<file path="config.mk">
export PLATFORM = sky130hd
export DESIGN_NAME = branch_pred_unit
export DESIGN_NICKNAME = d
export VERILOG_FILES = /design/src/rtl/branch_pred_unit_pkg.sv /design/src/rtl/branch_pred_unit_br_cond_eval.sv /design/src/rtl/branch_pred_unit.sv
export SDC_FILE = /design/constraint.sdc
export NUM_CORES = 1
export LEC_CHECK = 0
export ABC_AREA = 0
export BUFFER_PORTS_ARGS = -buffer_cell sky130_fd_sc_hd__buf_2
export CAP_MARGIN = 20
export CELL_PAD_IN_SITES_DETAIL_PLACEMENT = 1
export CELL_PAD_IN_SITES_GLOBAL_PLACEMENT = 2
export CORE_MARGIN = 2
export CORE_UTILIZATION = 30
export CTS_CLUSTER_DIAMETER = 150
export DETAILED_ROUTE_END_ITERATION = 12
export GPL_TIMING_DRIVEN = 0
export PLACE_DENSITY_LB_ADDON = 0.3
export SYNTH_ARGS = -nofsm -noshare
export SYNTH_HDL_FRONTEND = slang
export SYNTH_HIERARCHICAL = 1
export SYNTH_SLANG_ARGS = --single-unit
</file>
<file path="constraint.sdc">
create_clock -name clk -period 2.69 [get_ports clk]
set_clock_uncertainty 0.05 [all_clocks]
set_input_delay 0.4035 -clock clk [delete_from_list [all_inputs] [get_ports clk]]
set_output_delay 0.4035 -clock clk [all_outputs]
set_load 0.005 [all_outputs]
</file>
<file path="src/rtl/branch_pred_unit_pkg.sv">
// Shared definitions for the branch unit: branch-type encodings, default
// parameter values and the branch-type qualifier.
package branch_pred_unit_pkg;

    localparam int DEF_DATA_W    = 32;
    localparam int DEF_PC_W      = 32;
    localparam int DEF_BHT_DEPTH = 64;
    localparam int DEF_CNT_W     = 2;
    localparam int DEF_INIT_CNT  = 1;
    localparam int DEF_STAT_W    = 32;

    typedef enum logic [2:0] {
        BR_BEQ  = 3'b000,
        BR_BNE  = 3'b001,
        BR_BGTZ = 3'b010,
        BR_BLTZ = 3'b011,
        BR_BLEZ = 3'b100,
        BR_BGEZ = 3'b101
    } br_type_e;

    // Encodings 110/111 are not branches and must never touch state.
    function automatic logic is_branch(input logic [2:0] br_type);
        return (br_type <= 3'b101);
    endfunction

endpackage

</file>
<file path="src/rtl/branch_pred_unit_br_cond_eval.sv">
// Combinational outcome of a conditional branch from its type and operands.
module br_cond_eval
    import branch_pred_unit_pkg::*;
#(
    parameter int DATA_W = DEF_DATA_W
) (
    input  logic [2:0]        br_type,
    input  logic [DATA_W-1:0] rd1,
    input  logic [DATA_W-1:0] rd2,
    output logic              taken
);

    logic equal_s;
    logic rd1_zero_s;
    logic rd1_neg_s;

    assign equal_s    = (rd1 == rd2);
    assign rd1_zero_s = (rd1 == {DATA_W{1'b0}});
    assign rd1_neg_s  = rd1[DATA_W-1];

    // Signed compares against zero reduce to sign bit and zero detect.
    always_comb begin
        taken = 1'b0;
        case (br_type)
            BR_BEQ:  taken = equal_s;
            BR_BNE:  taken = !equal_s;
            BR_BGTZ: taken = !rd1_neg_s && !rd1_zero_s;
            BR_BLTZ: taken = rd1_neg_s;
            BR_BLEZ: taken = rd1_neg_s || rd1_zero_s;
            BR_BGEZ: taken = !rd1_neg_s;
            default: taken = 1'b0;
        endcase
    end

endmodule

</file>
<file path="src/rtl/branch_pred_unit.sv">
// Branch resolution with a direct-mapped BHT of saturating counters,
// registered misprediction redirect and saturating statistics.
module branch_pred_unit
    import branch_pred_unit_pkg::*;
#(
    parameter int DATA_W    = DEF_DATA_W,
    parameter int PC_W      = DEF_PC_W,
    parameter int BHT_DEPTH = DEF_BHT_DEPTH,
    parameter int CNT_W     = DEF_CNT_W,
    parameter int INIT_CNT  = DEF_INIT_CNT,
    parameter int STAT_W    = DEF_STAT_W
) (
    input  logic              clk,
    input  logic              rst_n,
    input  logic [PC_W-1:0]   if_pc_i,
    output logic              pred_taken_o,
    input  logic              res_valid_i,
    input  logic [PC_W-1:0]   res_pc_i,
    input  logic [2:0]        res_type_i,
    input  logic              res_pred_i,
    input  logic [DATA_W-1:0] rd1_i,
    input  logic [DATA_W-1:0] rd2_i,
    input  logic [PC_W-1:0]   res_target_i,
    input  logic [PC_W-1:0]   res_fallthru_i,
    input  logic              clr_stats_i,
    output logic              taken_o,
    output logic              redirect_o,
    output logic [PC_W-1:0]   redirect_pc_o,
    output logic [STAT_W-1:0] branch_cnt_o,
    output logic [STAT_W-1:0] mispred_cnt_o
);

    localparam int               IDX_W    = $clog2(BHT_DEPTH);
    localparam logic [CNT_W-1:0] CNT_MAX  = {CNT_W{1'b1}};
    localparam logic [CNT_W-1:0] CNT_ZERO = {CNT_W{1'b0}};
    localparam logic [CNT_W-1:0] CNT_ONE  = CNT_W'(1);
    localparam logic [CNT_W-1:0] CNT_RST  = CNT_W'(INIT_CNT);
    localparam logic [STAT_W-1:0] STAT_MAX  = {STAT_W{1'b1}};
    localparam logic [STAT_W-1:0] STAT_ZERO = {STAT_W{1'b0}};
    localparam logic [STAT_W-1:0] STAT_ONE  = STAT_W'(1);

    logic [CNT_W-1:0]  bht_r [BHT_DEPTH];
    logic [IDX_W-1:0]  if_idx_s;
    logic [IDX_W-1:0]  res_idx_s;
    logic [CNT_W-1:0]  bht_cur_s;
    logic [CNT_W-1:0]  bht_nxt_s;
    logic              cond_taken_s;
    logic              valid_s;
    logic              mispred_s;
    logic              redirect_r;
    logic [PC_W-1:0]   redirect_pc_r;
    logic [STAT_W-1:0] branch_cnt_r;
    logic [STAT_W-1:0] mispred_cnt_r;
    logic              unused_pc_bits_s;

    assign if_idx_s  = if_pc_i[IDX_W+1:2];
    assign res_idx_s = res_pc_i[IDX_W+1:2];
    assign unused_pc_bits_s = ^{if_pc_i[PC_W-1:IDX_W+2], if_pc_i[1:0],
                                res_pc_i[PC_W-1:IDX_W+2], res_pc_i[1:0]};

    br_cond_eval #(
        .DATA_W (DATA_W)
    ) u_cond (
        .br_type (res_type_i),
        .rd1     (rd1_i),
        .rd2     (rd2_i),
        .taken   (cond_taken_s)
    );

    assign valid_s      = res_valid_i && is_branch(res_type_i);
    assign taken_o      = valid_s && cond_taken_s;
    assign mispred_s    = valid_s && (taken_o != res_pred_i);
    // Read port sees the stored value only; a same-cycle update is not bypassed.
    assign pred_taken_o = bht_r[if_idx_s][CNT_W-1];
    assign bht_cur_s    = bht_r[res_idx_s];

    // Saturating next value for the counter of the resolving branch.
    always_comb begin
        bht_nxt_s = bht_cur_s;
        if (taken_o) begin
            if (bht_cur_s != CNT_MAX) begin
                bht_nxt_s = bht_cur_s + CNT_ONE;
            end else begin
                bht_nxt_s = bht_cur_s;
            end
        end else begin
            if (bht_cur_s != CNT_ZERO) begin
                bht_nxt_s = bht_cur_s - CNT_ONE;
            end else begin
                bht_nxt_s = bht_cur_s;
            end
        end
    end

    // BHT storage, trained only by valid branches.
    always_ff @(posedge clk or negedge rst_n) begin
        if (!rst_n) begin
            for (int i = 0; i < BHT_DEPTH; i++) begin
                bht_r[i] <= CNT_RST;
            end
        end else if (valid_s) begin
            bht_r[res_idx_s] <= bht_nxt_s;
        end
    end

    // Redirect pulse and corrected PC; the PC holds between mispredictions.
    always_ff @(posedge clk or negedge rst_n) begin
        if (!rst_n) begin
            redirect_r    <= 1'b0;
            redirect_pc_r <= {PC_W{1'b0}};
        end else begin
            redirect_r <= mispred_s;
            if (mispred_s) begin
                redirect_pc_r <= taken_o ? res_target_i : res_fallthru_i;
            end
        end
    end

    // Statistics; clear wins over a same-cycle increment.
    always_ff @(posedge clk or negedge rst_n) begin
        if (!rst_n) begin
            branch_cnt_r  <= STAT_ZERO;
            mispred_cnt_r <= STAT_ZERO;
        end else if (clr_stats_i) begin
            branch_cnt_r  <= STAT_ZERO;
            mispred_cnt_r <= STAT_ZERO;
        end else begin
            if (valid_s && (branch_cnt_r != STAT_MAX)) begin
                branch_cnt_r <= branch_cnt_r + STAT_ONE;
            end
            if (mispred_s && (mispred_cnt_r != STAT_MAX)) begin
                mispred_cnt_r <= mispred_cnt_r + STAT_ONE;
            end
        end
    end

    assign redirect_o    = redirect_r;
    assign redirect_pc_o = redirect_pc_r;
    assign branch_cnt_o  = branch_cnt_r;
    assign mispred_cnt_o = mispred_cnt_r;

endmodule

</file>
==> results.tsv, run 1 <==
metric	value	unit
Power Density	560	mW/mm^2
Buf+Inv Stages, Crit Path	1	
initial antenna violation count	1	
Worst R2R Start	mispred_cnt_o[18]	
io pins	299	
clock-pin slew on the worst setup and hold paths	0.07	ns
Final setup viols	1	
H-tree depth	1	
multi-input logic area	0.00638	sq mm
Mapped Nets	1437	
Initial Util	0.304	
ranking of synthesized cells by area	dfrtp_1 (33%), dfstp_2 (14%), nand2_1 (8.2%), mux2i_1 (6.1%), xnor2_1 (5.3%)	
crit path DAT	2.59	ns
Max clock buf depth	3	
DP Area	0.0141	sq mm
Worst Hold Path EP	redirect_pc_o[27]	
Area Overhead vs Synth	31.0	%
Yosys warnings	6	
Reg area	0.00571	sq mm
Internal Power	6.48	mW
Logic pwr share	0.134	
vias per cell	5.05	
crit path max-delay cell type	mux4_2	
Reg-to-Reg End	mispred_cnt_o[0]	
Synth cell types	62	
# DRC	0	
Most common cell on crit path	mux4_2	
filler cell count	4588	
most common cell after layout, fill and taps aside	nand2_1	
slew of the pin with the lowest slew margin	0.962	ns
crit-path cells	mux4_2 -> mux4_2 -> mux4_2 -> buf_2	
crit path launch type	register	
Max-Cap Viols	0	
std cell rows	73	
dpl hpwl	30000	um
GRT overflow	0	
period utilization	1.13	
R2R cell count	9	
IO buf count	238	
DIE AREA	0.0418	sq mm
post-route ant nets	0	
register area share after synthesis	0.473	
status	complete, but fails checks	
largest net degree at the start of global routing	117	
GR Util All Layers	0.202	
1st-iter DRT viols	474	
number of global-route vias before repair	11200	
sw frac	0.269	
min cycle time layout	3.05	ns
critical path capture point type	primary output	
cell taking the most area after synthesis	dfrtp_1	
routed len/inst	20.2	um
Worst EP required	2.24	ns
Critical Setup Path Class	reg -> out	
failing checks	negative setup slack	
Max IR drop VDD	0.404	mV
CTS tree	done	
Mapped Cells	1235	
Flop pwr share	0.424	
crit-path leading delay family	multiplexers	
Die X	205	um
Layout Nets	1736	
unrepaired setup endpoints after global routing	true	
Final Hold Viols	0	
setup ws final	-0.356	ns
min-delay src	res_target_i[27]	
Yosys top cell area share	0.334	
layout cells sized above 1	0.364	
Via Count	10500	
setup TNS	-0.356	ns
slowest stage delay, CP	0.52	ns
Post-synth EDFFs	0	
ys async rst share	1.00	
Synth Register Bits	225	
Root Buffer	clkbuf_16	
Clk pwr share	0.442	
most frequent cells in the layout	nand2_1 (263), buf_2 (240), dfrtp_1 (160), o21ai_0 (117), mux2i_1 (73)	
HP Class	in -> reg	
Pins Over Slew Limit	0	
ant diodes	0	
Pwr Total	8.86	mW
drt pass-1 iters	4	
first-pass GRT wire length	65900	um
clock sink count	225	
Mapped Area	0.0121	sq mm
syn avg cell area	9.77	sq um
r2r setup slk	0.17	ns
Clk Latency, worst-skew pair	0.58	ns
Core Area	0.0397	sq mm
Slew headroom	0.355	
GPL Wtd Cong	0.842	
CP max FO	3	
post-route cell area	0.0158	sq mm
Detailed Route WL	42100	um
CTS Buf Count	28	
worst hold stages	3	
Post-synth top flop	dfrtp_1	
Max Fclk	328	MHz
Die H	205	um
NetSw	2.38	mW
leakage power	6.80	nW
## timing repair
action	in CTS	in global routing
setup buffers	12	11
pin swaps	24	19
hold buffers	1	0
endpoints found under the setup margin	188	176
resized for setup	62	62
endpoints found under the hold margin	66	0
gates cloned	1	1
## power groups by stage
stage          clock (mW)  sequential [mW]  combinational, mW
2_1_floorplan           0             3.80              0.538
4_1_cts              4.02             3.76               1.18
3_3_place_gp            0             3.80               1.10
5_1_grt              4.14             3.79               1.31
3_5_place_dp            0             3.81               1.14
6_report             3.91             3.76               1.18
## layout make-up
type / count / share of cell area
multi-input combinational: 935 / 0.403
sequential: 225 / 0.361
timing repair buffer: 273 / 0.101
clock buffer: 44 / 0.0532
tap: 525 / 0.0416
buffer: 59 / 0.0276
clock inverter: 8 / 0.00760
inverter: 12 / 0.00364
## cells in the mapped netlist (all sizes together) (2+ instances only)
| master | n |
|---|---|
| a21oi | 17 |
| a221oi | 4 |
| a22oi | 10 |
| a2bb2oi | 2 |
| and2 | 6 |
| and3 | 6 |
| and3b | 2 |
| and4 | 13 |
| buf | 37 |
| clkbuf | 26 |
| dfrtp | 161 |
| dfstp | 64 |
| ha | 2 |
| inv | 12 |
| maj3 | 2 |
| mux2 | 8 |
| mux2i | 73 |
| mux4 | 26 |
| nand2 | 266 |
| nand2b | 2 |
| nand3 | 30 |
| nand4 | 22 |
| nor2 | 68 |
| nor2b | 3 |
| nor3 | 28 |
| nor3b | 4 |
| nor4 | 24 |
| o211ai | 3 |
| o21ai | 189 |
| o22ai | 12 |
| or2 | 3 |
| or3 | 13 |
| xnor2 | 74 |
| xor2 | 8 |
## worst register-to-register path: cells and delay by family (launching register included)
| family | cells | cell delay (ns) |
|---|---|---|
| and+or+nand+nor | 6 | 1.23 |
| xor gates and xnor gates | 1 | 0.14 |
| buffers and inverters | 2 | 0.50 |
| DFF | 1 | 0.46 |
## through the flow
stage | util | hold WS, ns | cells | setup WS, ns
finish | 0.398 | 0.0555 | 2081 | -0.356
CTS | 0.390 | 0.0327 | 2072 | -0.379
detailed placement | 0.355 | 0.406 | 2007 | -0.999
global route | 0.398 | 0.0506 | 2081 | -0.414
global placement | 0.351 | 0.399 | 1998 | -3.14
floorplan | - | 0.0579 | 1235 | -0.0194
## kinds of logic (layout without fill, tap and decap cells)
| group | count (synthesis) | in the layout | share of synthesized area |
|---|---|---|---|
| xor+xnor | 82 | 82 | 0.0601 |
| buf+inv | 75 | 396 | 0.0357 |
| fa+ha+maj | 4 | 4 | 0.00436 |
| simple gates | 496 | 496 | 0.189 |
| compound gates | 246 | 246 | 0.120 |
| mux | 107 | 107 | 0.118 |
| flops | 225 | 225 | 0.473 |
## registers in the layout, indices dropped and copies added (netlist names)
register,cells
redirect_o,1
bht_r,128
redirect_pc_o,32
branch_cnt_o,32
mispred_cnt_o,32
## metal layers
layer | track usage | up-vias | part of all wire
met5 | 0 | - | 0.00031
met4 | 0.0367 | 2 | 0.018
met3 | 0.0460 | 57 | 0.052
met2 | 0.336 | 196 | 0.48
met1 | 0.271 | 5285 | 0.45
li1 | - | 4971 | -
## worst max-delay path by stage
stage                   endpoint  slack (ns)       from  depth (start not counted)
2_1_floorplan  mispred_cnt_o[11]       -0.02   rd1_i[5]                         15
3_3_place_gp    redirect_pc_o[6]       -3.14      rst_n                          1
3_5_place_dp   mispred_cnt_o[11]        -1.0   rd1_i[0]                         16
4_1_cts             pred_taken_o       -0.38  bht_r[87]                          4
5_1_grt             pred_taken_o       -0.41  bht_r[65]                          4
6_report            pred_taken_o       -0.36  bht_r[33]                          4
(Power assumes the default switching activity.)
==> run 2, diff against run 1 <==
--- a/config.mk
+++ b/config.mk
@@ -15,7 +15,7 @@
 export CTS_CLUSTER_DIAMETER = 150
 export DETAILED_ROUTE_END_ITERATION = 12
 export GPL_TIMING_DRIVEN = 0
-export PLACE_DENSITY_LB_ADDON = 0.3
+export PLACE_DENSITY = 0.89
 export SYNTH_ARGS = -nofsm -noshare
 export SYNTH_HDL_FRONTEND = slang
 export SYNTH_HIERARCHICAL = 1
==> run 2 against run 1 <==
Net effect:
- the flow still finishes with violations (negative setup slack)
- clock power shrank 2%
- combinational power grew 3%
- core utilization grew 0.85 points
- total power shrank 0.41%
- via count grew 4.4%
- clock-buffer cell count shrank 1
==> results.tsv, run 2 (synthesis gave the netlist of run 1 again) <==
metric	value	unit	change
# DRC	0		unchanged
most frequent cells in the layout	nand2_1 (263), buf_2 (229), dfrtp_1 (160), o21ai_0 (118), mux2i_1 (73)		
worst hold slack	0.0887	ns	+0.0332 ns
Reg-to-Reg End	mispred_cnt_o[0]		
Clk pwr share	0.435		-0.007
1st-iter DRT viols	415		-12%
post-route cell area	0.0161	sq mm	+2.1%
initial antenna violation count	2		+1
Max-Cap Viols	0		unchanged
critical path capture point type	primary output		
crit path launch type	register		
io pins	299		unchanged
std cell rows	73		unchanged
CTS tree	done		
CP max FO	3		unchanged
crit path max-delay cell type	mux4_2		
period utilization	1.15		+0.0144
max FFs per register	128		unchanged
number of global-route vias before repair	11900		+6.4%
Final setup viols	8		+7
GRT overflow	0		unchanged
min cycle time layout	3.08	ns	+0.0387 ns
crit-path leading delay family	multiplexers		
Logic pwr share	0.138		+0.004
# placed instances	2003		-0.20%
unrepaired setup endpoints after global routing	true		
Initial Util	0.304		unchanged
Layout Nets	1746		+0.58%
crit-path cells	mux4_2 -> mux4_2 -> mux4_2 -> buf_2		
HP Class	in -> reg		
Critical Setup Path Class	reg -> out		
dpl hpwl	29900	um	-0.40%
Max IR drop VDD	0.410	mV	+1.5%
Flop pwr share	0.426		+0.002
sw frac	0.269		about the same
post-route ant nets	0		unchanged
Max Fclk	324	MHz	-1.3%
Most common cell on crit path	mux4_2		
Detailed Route WL	43800	um	+3.9%
Core Area	0.0397	sq mm	unchanged
slowest stage delay, CP	0.56	ns	+0.04 ns
setup ws final	-0.395	ns	-0.0387 ns
clock-pin slew on the worst setup and hold paths	0.06	ns	about the same
setup TNS	-0.637	ns	-0.281 ns
DP Area	0.0141	sq mm	-0.39%
largest net degree at the start of global routing	116		-0.85%
H-tree depth	1		unchanged
Worst Hold Path EP	redirect_pc_o[1]		
Power Density	547	mW/mm^2	-2.5%
R2R cell count	9		unchanged
Max clock buf depth	3		unchanged
r2r setup slk	0.11	ns	-0.06 ns
layout cells sized above 1	0.379		+0.0156
first-pass GRT wire length	67200	um	+2.0%
Via Count	11000		+4.4%
leakage power	6.92	nW	+1.8%
Buf+Inv Stages, Crit Path	1		unchanged
Final Hold Viols	0		unchanged
failing checks	negative setup slack		
Worst R2R Start	mispred_cnt_o[9]		
CTS Buf Count	29		+3.6%
Top reg by flops	bht_r		
DIE AREA	0.0418	sq mm	unchanged
most common cell after layout, fill and taps aside	nand2_1		
slew of the pin with the lowest slew margin	0.952	ns	-0.00985 ns
vias per cell	5.24		+3.8%
crit path DAT	2.63	ns	+0.04 ns
Die X	205	um	unchanged
IO buf count	238		unchanged
NetSw	2.37	mW	-0.42%
Die H	205	um	unchanged
worst hold stages	3		unchanged
Internal Power	6.45	mW	-0.40%
Root Buffer	clkbuf_16		
GPL Wtd Cong	0.835		-0.86%
Pins Over Slew Limit	0		unchanged
status	complete, but fails checks		
GR Util All Layers	0.205		+0.00303
clock sink count	225		unchanged
Non-Filler Instances	2093		+0.58%
Worst EP required	2.24	ns	about the same
min-delay src	res_target_i[1]		
drt pass-1 iters	4		unchanged
Clk Latency, worst-skew pair	0.56	ns	-0.02 ns
Area Overhead vs Synth	33.8	%	
routed len/inst	20.9	um	+3.3%
Slew headroom	0.362		+0.00660
==> run 2: cell count changes in the layout (fill, tap and decap cells not counted), sizes merged <==
cell	delta
clkinv	+1
bufinv	-1
diode	+2
o31ai	+1
inv	+2
clkbuf	-1
clkdlybuf4s15	-1
buf	+9
==> run 2: metrics by stage <==
| stage | utilization | power, mW | setup slack (ns) |
|---|---|---|---|
| finish | 0.406 | 8.82 | -0.395 |
| floorplan | - | 4.34 | -0.0194 |
| global route | 0.406 | 9.19 | -0.431 |
| CTS | 0.396 | 8.90 | -0.408 |
| global placement | 0.351 | 4.87 | -2.99 |
| detailed placement | 0.354 | 4.93 | -1.02 |
==> run 2: tightest hold or removal path: stages <==
cell     delay, ns
buf_2         0.07
mux2i_1       0.05
o21ai_0       0.13
==> run 2: area by class of cell <==
type,count,area (sq um)
Clock inverter,10,83.8
Timing Repair Buffer,280,1710
Antenna cell,2,5.00
Buffer,60,482
Clock buffer,43,858
Multi-Input combinational cell,936,6580
Tap cell,525,657
Sequential cell,225,5710
Inverter,12,52.6
Fill cell,4539,23600
==> run 2: power by group through the flow <==
| stage | clock network, mW | logic (mW) | registers, mW |
|---|---|---|---|
| floorplan | 0 | 0.538 | 3.80 |
| global placement | 0 | 1.07 | 3.81 |
| detailed placement | 0 | 1.11 | 3.82 |
| CTS | 3.94 | 1.20 | 3.76 |
| global route | 4.07 | 1.34 | 3.79 |
| finish | 3.84 | 1.22 | 3.76 |
==> run 2: timing repair <==
action / 4_1_cts / 5_1_grt
endpoints found under the setup margin: 183 / 197
hold buffers: 1 / 0
pin swaps: 24 / 36
hold endpoints to repair: 65 / 0
gates cloned: 1 / 2
gates resized for setup: 111 / 66
buffers inserted: 21 / 14
==> run 2: worst max path at each step <==
stage / end / depth (start not counted) / slack (ns) / from
after floorplan: mispred_cnt_o[11] / 15 / -0.02 / rd1_i[5]
after global placement: redirect_pc_o[6] / 1 / -2.99 / rst_n
after detailed placement: taken_o / 11 / -1.02 / rd1_i[3]
after CTS: pred_taken_o / 4 / -0.41 / bht_r[51]
after global routing: pred_taken_o / 4 / -0.43 / bht_r[71]
final: pred_taken_o / 4 / -0.39 / bht_r[87]
==> run 2: layer usage <==
metal / global-route usage / routed length (um) / up-vias / share of wire
met5: 0 / 0 / - / 0
met4: 0.0696 / 1510 / 0 / 0.035
met3: 0.0449 / 2630 / 95 / 0.060
met2: 0.346 / 21700 / 332 / 0.50
met1: 0.260 / 17900 / 5546 / 0.41
li1: - / - / 5004 / -
==> run 3, diff against run 2 <==
--- a/config.mk
+++ b/config.mk
@@ -15,8 +15,7 @@
 export CTS_CLUSTER_DIAMETER = 150
 export DETAILED_ROUTE_END_ITERATION = 12
 export GPL_TIMING_DRIVEN = 0
-export PLACE_DENSITY = 0.89
+export PLACE_DENSITY = 0.9
 export SYNTH_ARGS = -nofsm -noshare
 export SYNTH_HDL_FRONTEND = slang
-export SYNTH_HIERARCHICAL = 1
 export SYNTH_SLANG_ARGS = --single-unit
==> run 3 against run 2 <==
Net effect:
- the run still ends with negative setup slack left
- area after synthesis up 10%
- sequential cell count unchanged
- first-iteration DRC count is 92% higher
- global-route usage up 2.7 points
- die area up 10%
- critical path type unchanged
- largest cell class unchanged
- largest power group unchanged
==> results.tsv, run 3 <==
metric	value	unit	change
Mapped Cells	1487		+20%
post-route ant nets	0		unchanged
Post-synth EDFFs	0		unchanged
ant diodes	0		-2
Synth Register Bits	225		unchanged
r2r setup slk	-0.37	ns	-0.48 ns
DP Worst Slack	-1.26	ns	-0.236 ns
M3 GR Usage	0.0574		+0.0126
Via Count	13700		+25%
Slew headroom	0.302		-0.0602
min cycle time layout	3.07	ns	-0.0160 ns
Reg-to-Reg End	bht_r[26]		
Final setup viols	129		+121
Detailed Route WL	55600	um	+27%
Flop pwr share	0.400		-0.026
Logic pwr share	0.197		+0.059
Area Overhead vs Synth	37.7	%	
drt pass-1 iters	4		unchanged
Pins Over Slew Limit	0		unchanged
worst hold stages	3		unchanged
R2R cell count	10		+1
crit path launch type	register		
most frequent cells in the layout	nand2_1 (303), buf_2 (247), dfrtp_1 (157), o21ai_2 (118), nor2_1 (80)		
post-route cell area	0.0183	sq mm	+14%
Crit. Startpoint	bht_r[57]		
Yosys warnings	0		-6
NetSw	2.91	mW	+23%
Root Buffer	clkbuf_16		
min-delay src	res_target_i[8]		
commonest cells in the netlist	nand2_1 (305), dfrtp_1 (161), o21ai_1 (90)		
Final Hold Viols	0		unchanged
Initial Util	0.302		-0.00125
number of global-route vias before repair	14800		+25%
Die H	215	um	+5.0%
Max Fclk	326	MHz	+0.52%
std cell rows	77		+5.5%
1st-iter DRT viols	797		+92%
period utilization	1.14		-0.00593
# DRC	0		unchanged
M1 GR Usage	0.285		+0.0256
filler cell count	5042		+11%
cell taking the most area after synthesis	dfrtp_1		
CTS tree	done		
Power Density	528	mW/mm^2	-3.3%
Core Area	0.0440	sq mm	+11%
max FFs per register	128		unchanged
status	complete, but fails checks		
vias per cell	5.63		+7.3%
CP max FO	3		unchanged
DIE AREA	0.0461	sq mm	+10%
setup ws final	-0.379	ns	+0.0160 ns
Yosys top cell area share	0.303		-0.0313
ranking of synthesized cells by area	dfrtp_1 (30%), dfstp_2 (13%), nand2_1 (8.6%), mux4_2 (4.9%), o21ai_1 (3.4%)		
slew of the pin with the lowest slew margin	1.05	ns	+0.0934 ns
syn avg cell area	8.96	sq um	-8.3%
most common cell after layout, fill and taps aside	nand2_1		
GR peak layer	met2		
Synth cell types	62		unchanged
Core Util, Final	0.416		+0.0102
Mapped Nets	1689		+18%
H-tree depth	1		unchanged
Critical Setup Path Class	reg -> out		
Clk Latency, worst-skew pair	0.56	ns	about the same
Max-Cap Viols	0		unchanged
HP Class	in -> reg		
first-pass GRT wire length	85400	um	+27%
GPL Wtd Cong	0.881		+5.5%
crit path DAT	2.62	ns	about the same
initial antenna violation count	2		unchanged
register area share after synthesis	0.429		-0.0444
Mapped Area	0.0133	sq mm	+10%
largest net degree at the start of global routing	103		-11%
CTS Buf Count	29		unchanged
routed len/inst	22.8	um	+8.9%
clock sink count	225		unchanged
failing checks	negative setup slack		
Worst R2R Start	bht_r[112]		
met2 Use GR	0.400		+0.0542
Clk pwr share	0.403		-0.032
Worst Hold Path EP	redirect_pc_o[8]		
Worst EP required	2.24	ns	about the same
IO buf count	239		+0.42%
sw frac	0.300		+0.0314
io pins	299		unchanged
Max IR drop VDD	0.427	mV	+4.1%
ys async rst share	1.00		unchanged
GRT overflow	0		unchanged
Internal Power	6.78	mW	+5.1%
clock-pin slew on the worst setup and hold paths	0.06	ns	about the same
dpl hpwl	37500	um	+25%
GR Util All Layers	0.232		+0.0269
leakage power	7.76	nW	+12%
DP Area	0.0155	sq mm	+9.9%
critical path capture point type	primary output		
layout cells sized above 1	0.384		+0.00501
most numerous cell in the Yosys netlist	nand2_1		
Post-synth top flop	dfrtp_1		
Top reg by flops	bht_r		
unrepaired setup endpoints after global routing	true		
Die X	215	um	+5.0%
Max clock buf depth	3		unchanged
Layout Nets	2031		+16%
## run 3: cell count changes in the layout (fill, tap and decap cells not counted), moves of 32 or more
| cell | before | now |
|---|---|---|
| a221oi_1 | 3 | 38 |
| a31oi_1 | 1 | 70 |
| and3_1 | 6 | 51 |
| clkbuf_1 | 17 | 49 |
| mux2i_1 | 73 | 33 |
| nand2_1 | 263 | 303 |
| o21ai_0 | 118 | 15 |
| o21ai_1 | 41 | 3 |
| o21ai_2 | 30 | 118 |
## run 3: timing repair
| action | CTS | global route |
|---|---|---|
| pin swaps | 85 | 31 |
| endpoints found under the hold margin | 43 | 0 |
| endpoints found under the setup margin | 204 | 198 |
| gates resized for setup | 213 | 134 |
| hold buffers | 1 | 0 |
| cloned | 11 | 3 |
| buffers inserted | 81 | 11 |
## run 3: cell type report
cell class / count / area (sq um) / area share
tap: 592 / 741 / 0.0404
buffer: 96 / 634 / 0.0346
timing repair buffer: 314 / 2200 / 0.120
multi-input combinational: 1144 / 8020 / 0.438
inverter: 19 / 78.8 / 0.00430
clock buffer: 43 / 858 / 0.0468
sequential: 225 / 5720 / 0.312
clock inverter: 9 / 83.8 / 0.00457
## run 3: per-stage QoR
| stage | instances | setup TNS (ns) | hold WS [ns] | power (mW) |
|---|---|---|---|---|
| after floorplan | 1487 | -2.07 | 0.0579 | 4.70 |
| after CTS | 2433 | -10.49 | 0.0872 | 9.66 |
| final | 2442 | -28.94 | 0.111 | 9.69 |
| after global placement | 2318 | -749.47 | 0.400 | 5.33 |
| after detailed placement | 2327 | -176.66 | 0.332 | 5.43 |
| after global routing | 2442 | -32.20 | 0.104 | 10.0 |
## run 3: routing by layer
layer	up-vias	routed length, um	share of wire
li1	6118	-	-
met3	135	3660	0.066
met2	454	27600	0.50
met1	7028	22600	0.41
met5	-	26	0.00047
met4	4	1730	0.031
## run 3: how the worst max path moves through the flow
stage / cells past startpoint / to / slack (ns)
floorplan: 10 / bht_r[11] / -0.03
global placement: 1 / redirect_pc_o[28] / -2.97
detailed placement: 11 / redirect_pc_o[17] / -1.26
CTS: 4 / pred_taken_o / -0.37
global route: 4 / pred_taken_o / -0.41
finish: 4 / pred_taken_o / -0.38
## run 3: cell families (layout without fill, tap and decap cells)
| logic type | Yosys count | in the layout | synth area share |
|---|---|---|---|
| and+or+nand+nor | 658 | 658 | 0.233 |
| AOI/OAI and AO/OA | 319 | 319 | 0.147 |
| DFF | 225 | 225 | 0.429 |
| buffers and inverters | 118 | 481 | 0.0400 |
| muxes | 103 | 103 | 0.108 |
| xor gates and xnor gates | 60 | 60 | 0.0395 |
| adders and majority gates | 4 | 4 | 0.00357 |
## run 3: worst max-delay path, stage by stage, from the launching register on
cell,delay [ns]
dfrtp_1,0.41
mux4_2,0.49
mux4_2,0.52
mux4_2,0.49
buf_2,0.14
## run 3: power groups by stage
| stage | clock network, mW | logic (mW) | registers, mW |
|---|---|---|---|
| 6_report | 3.91 | 1.91 | 3.87 |
| 5_1_grt | 4.10 | 2.05 | 3.90 |
| 3_3_place_gp | 0 | 1.43 | 3.90 |
| 4_1_cts | 3.96 | 1.84 | 3.87 |
| 3_5_place_dp | 0 | 1.51 | 3.92 |
| 2_1_floorplan | 0 | 0.837 | 3.86 |
